--- config.mk ---
export PLATFORM = sky130hd
export DESIGN_NAME = sha256_round_engine
export DESIGN_NICKNAME = d
export VERILOG_FILES = /design/src/rtl/sha256_round_engine.sv
export SDC_FILE = /design/constraint.sdc
export NUM_CORES = 2
export LEC_CHECK = 0
export CELL_PAD_IN_SITES_DETAIL_PLACEMENT = 0
export CELL_PAD_IN_SITES_GLOBAL_PLACEMENT = 1
export CORE_MARGIN = 2
export CORE_UTILIZATION = 42
export CTS_BUF_LIST = sky130_fd_sc_hd__clkbuf_8 sky130_fd_sc_hd__clkbuf_16
export CTS_CLUSTER_DIAMETER = 40
export DETAILED_ROUTE_END_ITERATION = 10
export MAX_ROUTING_LAYER = met4
export PLACE_DENSITY = 0.9
export SETUP_SLACK_MARGIN = 0.1
export SLEW_MARGIN = 20
export SYNTH_ARGS = -nofsm -noshare
export SYNTH_HDL_FRONTEND = slang
export SYNTH_SLANG_ARGS = --single-unit
--- constraint.sdc ---
create_clock -name clk -period 6.35 [get_ports clk]
set_input_delay 1.905 -clock clk [delete_from_list [all_inputs] [get_ports clk]]
set_output_delay 1.905 -clock clk [all_outputs]
set_load 0.1 [all_outputs]
--- src/rtl/sha256_round_engine.sv ---
// SHA-256 compression core: 64 rounds over a..h fed by an external W/K stream,
// then folds the working variables into the chaining state H0..H7.
module sha256_round_engine #(
    parameter int           ROUNDS = 64,
    parameter logic [255:0] IV     = 256'h6a09e667_bb67ae85_3c6ef372_a54ff53a_510e527f_9b05688c_1f83d9ab_5be0cd19
) (
    input  logic         clk,
    input  logic         reset_n,
    input  logic         start,
    input  logic         first_blk,
    input  logic [31:0]  w_in,
    input  logic [31:0]  k_in,
    input  logic         w_valid,
    output logic [5:0]   rnd_idx,
    output logic         busy,
    output logic         done,
    output logic [255:0] digest
);

    typedef enum logic [1:0] {IDLE, ROUND, FINAL} state_t;

    localparam logic [5:0] LAST_RND = 6'(ROUNDS - 1);

    state_t      state_reg, state_next;
    logic [31:0] wv_reg [8];   // working variables a..h at indices 0..7
    logic [31:0] wv_next [8];
    logic [31:0] h_reg [8];
    logic [31:0] h_next [8];
    logic [5:0]  rnd_reg, rnd_next;
    logic        done_reg, done_next;

    logic [31:0] iv_w [8];
    logic [31:0] h_sum [8];
    logic [31:0] big_s0, big_s1, ch, maj, t1, t2;

    function automatic logic [31:0] rotr(input logic [31:0] x, input int n);
        return (x >> n) | (x << (32 - n));
    endfunction

    genvar gi;
    generate
        for (gi = 0; gi < 8; gi++) begin : g_words
            assign iv_w[gi]                  = IV[255 - 32*gi -: 32];
            assign h_sum[gi]                 = h_reg[gi] + wv_reg[gi];
            assign digest[255 - 32*gi -: 32] = h_reg[gi];
        end
    endgenerate

    assign big_s0 = rotr(wv_reg[0], 2) ^ rotr(wv_reg[0], 13) ^ rotr(wv_reg[0], 22);
    assign big_s1 = rotr(wv_reg[4], 6) ^ rotr(wv_reg[4], 11) ^ rotr(wv_reg[4], 25);
    assign ch     = (wv_reg[4] & wv_reg[5]) ^ (~wv_reg[4] & wv_reg[6]);
    assign maj    = (wv_reg[0] & wv_reg[1]) ^ (wv_reg[0] & wv_reg[2]) ^ (wv_reg[1] & wv_reg[2]);
    assign t1     = wv_reg[7] + big_s1 + ch + k_in + w_in;
    assign t2     = big_s0 + maj;

    always_ff @(posedge clk or negedge reset_n) begin
        if (!reset_n) begin
            state_reg <= IDLE;
            rnd_reg   <= '0;
            done_reg  <= 1'b0;
            for (int i = 0; i < 8; i++) begin
                wv_reg[i] <= '0;
                h_reg[i]  <= IV[255 - 32*i -: 32];
            end
        end else begin
            state_reg <= state_next;
            rnd_reg   <= rnd_next;
            done_reg  <= done_next;
            for (int i = 0; i < 8; i++) begin
                wv_reg[i] <= wv_next[i];
                h_reg[i]  <= h_next[i];
            end
        end
    end

    always_comb begin
        state_next = state_reg;
        rnd_next   = rnd_reg;
        done_next  = 1'b0;
        for (int i = 0; i < 8; i++) begin
            wv_next[i] = wv_reg[i];
            h_next[i]  = h_reg[i];
        end

        case (state_reg)
            IDLE: begin
                if (start) begin
                    for (int i = 0; i < 8; i++) begin
                        if (first_blk) begin
                            h_next[i]  = iv_w[i];
                            wv_next[i] = iv_w[i];
                        end else begin
                            wv_next[i] = h_reg[i];
                        end
                    end
                    rnd_next   = '0;
                    state_next = ROUND;
                end
            end
            ROUND: begin
                if (w_valid) begin
                    for (int i = 1; i < 8; i++) begin
                        wv_next[i] = wv_reg[i-1];
                    end
                    wv_next[4] = wv_reg[3] + t1;
                    wv_next[0] = t1 + t2;
                    if (rnd_reg == LAST_RND) begin
                        rnd_next   = '0;
                        state_next = FINAL;
                    end else begin
                        rnd_next = rnd_reg + 6'd1;
                    end
                end
            end
            FINAL: begin
                for (int i = 0; i < 8; i++) begin
                    h_next[i] = h_sum[i];
                end
                done_next  = 1'b1;
                state_next = IDLE;
            end
            default: state_next = IDLE;
        endcase
    end

    assign rnd_idx = rnd_reg;
    assign busy    = (state_reg != IDLE);
    assign done    = done_reg;

endmodule

Word level (Yosys, flattened, before mapping)
Index checks and enable logic that the tools add are counted.
- bits in registers: 521
- input bits: 69
- output and inout bits: 264
- $add $sub $neg: 16
- equal/unequal tests: 6
- muxes and demuxes: 21
- bitwise gates (word level): 19
- reduce and logical (&&, ||, !) cells: 7
- operators by type and width (kind ; count):
    one-hot mux 256 bit (2 select lines) ; 2
    2-to-1 mux 256 bit ; 2
    adder 32 bit ; 15
    2-to-1 mux 32 bit ; 8
    XOR 32 bit ; 7
    bitwise AND 32 bit ; 5
    NOT 32 bit ; 1
    bitwise OR 10 x 32 -> 32 bit ; 1
    bitwise OR 19 x 32 -> 32 bit ; 1
    bitwise OR 21 x 32 -> 32 bit ; 1
    bitwise OR 26 x 32 -> 32 bit ; 1
    bitwise OR 30 x 32 -> 32 bit ; 1
    bitwise OR 7 x 32 -> 32 bit ; 1
    2-to-1 mux 6 bit ; 3
    one-hot mux 6 bit (2 select lines) ; 1
    adder 6 x 1 -> 6 bit, second input constant ; 1
    equality test 6 bit, second input constant ; 1
    2-to-1 mux 2 bit ; 3
    inequality test 2 bit, second input constant ; 3
    AND reduction 3 bit ; 2
    nonzero test 2 bit ; 3
    one-hot mux 2 bit (2 select lines) ; 1
    equality test 2 x 1 -> 1 bit, second input constant ; 1
    equality test 2 bit, second input constant ; 1
    3 further kinds ; 3

Longest topological paths before layout
- depth in word-level cells: 10
- mapped depth: 33
- mapped depth without buffers: 32

Worst setup path after synthesis
No wires, ideal clock.
- kind: input-to-reg
- from: input port w_in[1]
- to: register wv_reg[255] in the netlist's numbering
- setup time: 76 ps
- arrival: 8003 ps
- data required time: 6274 ps
- slack: -1729 ps
- cell stages on the path: 29
- cell sequence: inv_1 > fa_1 > fa_1 > fa_1 > inv_1 > ha_1 > inv_1 > fa_1 > nor2b_1 > o2111ai_1 > a31oi_1 > a41o_2 > a21boi_2 > a21boi_2 > o21ai_0 > nand2b_1 > a21oi_1 > xnor2_1 > fa_1 > ha_1 > a21o_1 > a221oi_1 > o21ai_0 > a21oi_1 > o21ai_1 > a2111oi_2 > o21ba_2 > xnor3_1 > o21ai_1
- cells in the longest elaborated chain, start to end: 4
- ends and longest elaborated chain (element ; line ; RTL):
    from (decl) ; 11 ; input logic [31:0] w_in,
    adder 32 bit ; 53 ; assign t1 = wv_reg[7] + big_s1 + ch + k_in + w_in;
    adder 32 bit ; 106 ; wv_next[0] = t1 + t2;
    2-to-1 mux 256 bit ; 101 ; if (w_valid) begin
    one-hot mux 256 bit (2 select lines) ; 85 ; case (state_reg)
    to (signal, indexed assignment) ; 70 ; wv_reg[i] <= wv_next[i];
    to (decl) ; 25 ; logic [31:0] wv_reg [8];
No other way between the ends. The select of a mux whose other input is x is not followed.
A chain may end at the register's enable or synchronous reset.

Worst setup path in the final report
- from: input port k_in[1]
- to: register wv_reg[255] in the netlist's numbering
- cells in the longest elaborated chain, start to end: 5
- ends and longest elaborated chain (element ; line ; RTL):
    from (decl) ; 12 ; input logic [31:0] k_in,
    adder 32 bit (2 in a row) ; 53 ;
    adder 32 bit ; 106 ;
    2-to-1 mux 256 bit ; 101 ;
    one-hot mux 256 bit (2 select lines) ; 85 ;
No other way between the ends. The select of a mux whose other input is x is not followed.

==> flow_metrics.py <==
metrics = {
    "run_status": {
        "status": "finished, violations left",
        "violations": "negative setup slack",
    },
    "clocking": {
        "tritoncts.num_buffers": 105,
        "clk_path_buf_depth": 3,
        "cts_tree": "built",
        "hold_buffers": 0,
        "clkTransAtPathRegs_ns": 0.05,
        "root_buffer": "clkbuf_16",
        "clock-sinks": 521,
        "htreeDepth": 3,
        "insertion_delay_ns": 0.73,
    },
    "finish": {
        "seq_area_mm2": 0.0132,
        "final_cells": 7082,
        "drive_gt1_share_pct": 20.1,
        "design_area_mm2": 0.0560,
        "multiInputGateArea_mm2": 0.0294,
        "final_nets": 6165,
        "fillers": 8960,
        "areaGrowthSynthToFinish_pct": 30.6,
    },
    "synthesis": {
        "yosys-top-cells-count": "o21ai_0, a21oi_1, nand2_1, dfrtp_1, inv_1",
        "yosys_warnings": 0,
        "seq_area_frac_synth_pct": 30.8,
        "synthArstFlopShare_pct": 100,
        "synth_cell_types": 88,
        "synth_ff_type": "dfrtp_1",
        "synth_nets": 5576,
        "synth_most_common_cell": "o21ai_0",
        "syn_inst": 5032,
        "syn-cell-area_mm2": 0.0429,
        "ys_ff_latch": 521,
        "yosys-top-cells-area": "dfrtp_1, ha_1, dfstp_2",
        "yosys.area.top_type_share_pct": 22.5,
        "synth_top_cell_by_area": "dfrtp_1",
        "avgSynthCellArea_um2": 8.52,
        "synth_edf_count": 0,
    },
    "timing": {
        "finalClockSkew_ns": 0.0616,
        "finalHoldViolations": 0,
        "clock.fmax_mhz": 131,
        "rsz0062_at_grt": "yes",
        "period_share_pct": 120,
        "worstMarginPinSlew_ns": 1.21,
        "setup_violations": 44,
        "relSlewSlack_pct": 19.1,
        "setup_slack_ns": -1.26,
        "drv_slew": 0,
        "period_minus_slack_ns": 7.61,
    },
    "flow_run": {
        "drv_cap": 0,
    },
    "detailed_routing": {
        "drt-vias-per-instance": 5.84,
        "drt_iter0_markers": 4073,
        "route.vias.total": 41400,
        "routed_wl_um": 168000,
        "wl_per_cell_um": 23.7,
        "ant_nets": 0,
        "drc": 0,
        "dr.pass1.iters": 8,
    },
    "placed_design": {
        "dp_slack_ns": -2.56,
        "hpwl_um": 120000,
        "gp_congestion": 1.00,
        "numPortBuffers": 332,
        "post_dp_cell_area_mm2": 0.0502,
        "placed_cells": 6830,
    },
    "setup_path": {
        "critPathKind": "in2reg",
        "critPathLaunchType": "primary input",
        "worst_path_most_repeated_cell": "fa_1",
        "slowest_stage": "fa_2",
        "critical_path_arrival_ns": 8.23,
        "cp_max_fo": 3,
        "endpoint_kind": "register",
        "cp.required_ns": 6.97,
        "slowest_delay_ns": 0.59,
        "rrSetupSlack_ns": -0.45,
    },
    "grt": {
        "grt_use_total_pct": 32.2,
        "antenna_found_initial": 1,
        "grt_pass1_wl_um": 248000,
        "grt_overflow": 0,
        "grt_max_degree": 201,
        "grt_pass1_vias": 39400,
    },
    "floorplan": {
        "die_x_um": 324,
        "placementRows": 117,
        "core_area_mm2": 0.101,
        "die_area_mm2": 0.105,
        "initial_utilization_pct": 42.3,
        "io_pins": 333,
        "die_h_um": 324,
    },
    "worst_hold_path": {
        "hp-class": "reg2reg",
    },
}
==> routing by layer <==
metal  vias up  global-route usage, %  wire length, µm
met2      1927                   48.0            74100
met3       428                   5.04            14200
met5         -                      -                0
met4         0                   16.0             9660
li1      18900                      -                -
met1     20100                   42.6            69700
==> cell families (layout without fill, tap and decap cells) <==
| group | count (synthesis) | count (layout) | share of synthesized area, % |
|---|---|---|---|
| compound gates | 1658 | 1658 | 23.3 |
| simple gates | 1274 | 1274 | 14.1 |
| other cells | 0 | 1 | 0 |
| flops | 521 | 521 | 30.8 |
| xor+xnor | 421 | 421 | 8.66 |
| mux | 39 | 39 | 0.934 |
| fa+ha+maj | 497 | 497 | 16.7 |
| buf+inv | 622 | 1303 | 5.45 |
==> worst max-delay path: cells and delay by family <==
family	cells	cell delay, ns
buf+inv	5	0.38
simple gates	2	0.24
compound gates	15	2.51
fa+ha+maj	7	2.81
xor+xnor	2	0.38
==> area by class of cell <==
cell class | count | area share, %
Antenna cell | 1 | 0.00447
Clock buffer | 114 | 4.93
Clock inverter | 85 | 1.54
Inverter | 347 | 2.39
Multi-Input combinational cell | 3889 | 52.4
Sequential cell | 521 | 23.6
Tap cell | 1368 | 3.06
Timing Repair Buffer | 757 | 12.1
==> final timing paths <==
| kind | depth (start not counted) | to | from |
|---|---|---|---|
| worst max-delay path | 31 | wv_reg[255]$_DFFE_PN0P_ | k_in[1] |
| worst min-delay path | 2 | digest[95]$_DFFE_PN1P_ | digest[95]$_DFFE_PN1P_ |
| worst max register to register | 31 | wv_reg[255]$_DFFE_PN0P_ | wv_reg[122]$_DFFE_PN0P_ |
| worst min register to register | 2 | digest[95]$_DFFE_PN1P_ | digest[95]$_DFFE_PN1P_ |
| max in group asynchronous | 2 | wv_reg[10]$_DFFE_PN0P_ | reset_n |
| min in group asynchronous | 1 | digest[206]$_DFFE_PN0P_ | reset_n |
==> through the flow <==
stage,util [%],hold WS (ns),setup TNS (ns)
6_report,55.2,0.501,-32.02
5_1_grt,55.2,0.537,-40.23
4_1_cts,54.0,0.498,-30.40
3_5_place_dp,49.5,0.487,-96.55
3_3_place_gp,49.5,0.479,-94.49
2_1_floorplan,-,0.479,-27.71
==> repair_timing <==
item,4_1_cts,5_1_grt
endpoints found under the setup margin,53,52
gates resized for setup,243,217
endpoints found under the hold margin,0,0
pin swaps,156,154
setup buffers,30,35
cloned,0,0
==> cells in the final DEF (no fill, tap or decap), drive strengths merged, types with 14 or more instances in the layout <==
cell type	instances
o22a	15
nand2	437
xor2	156
o211ai	30
nand2b	54
o21ai	597
or3	129
xnor2	263
a21boi	15
clkdlybuf4s50	284
nor3	57
a221oi	16
and3	124
nand4	15
o21bai	46
a31oi	48
a211o	16
clkinv	34
ha	342
o31ai	22
dfrtp	385
dfstp	136
a211oi	49
a21oi	480
dlygate4sd2	22
clkinvlp	14
a21o	152
nand3	54
o21a	51
nor2	300
maj3	22
fa	133
mux2i	31
clkbuf	115
inv	376
buf	444
nor2b	40
Power is not shown: default switching activity piles up to over one toggle a cycle in this logic, so the estimate is an artifact.
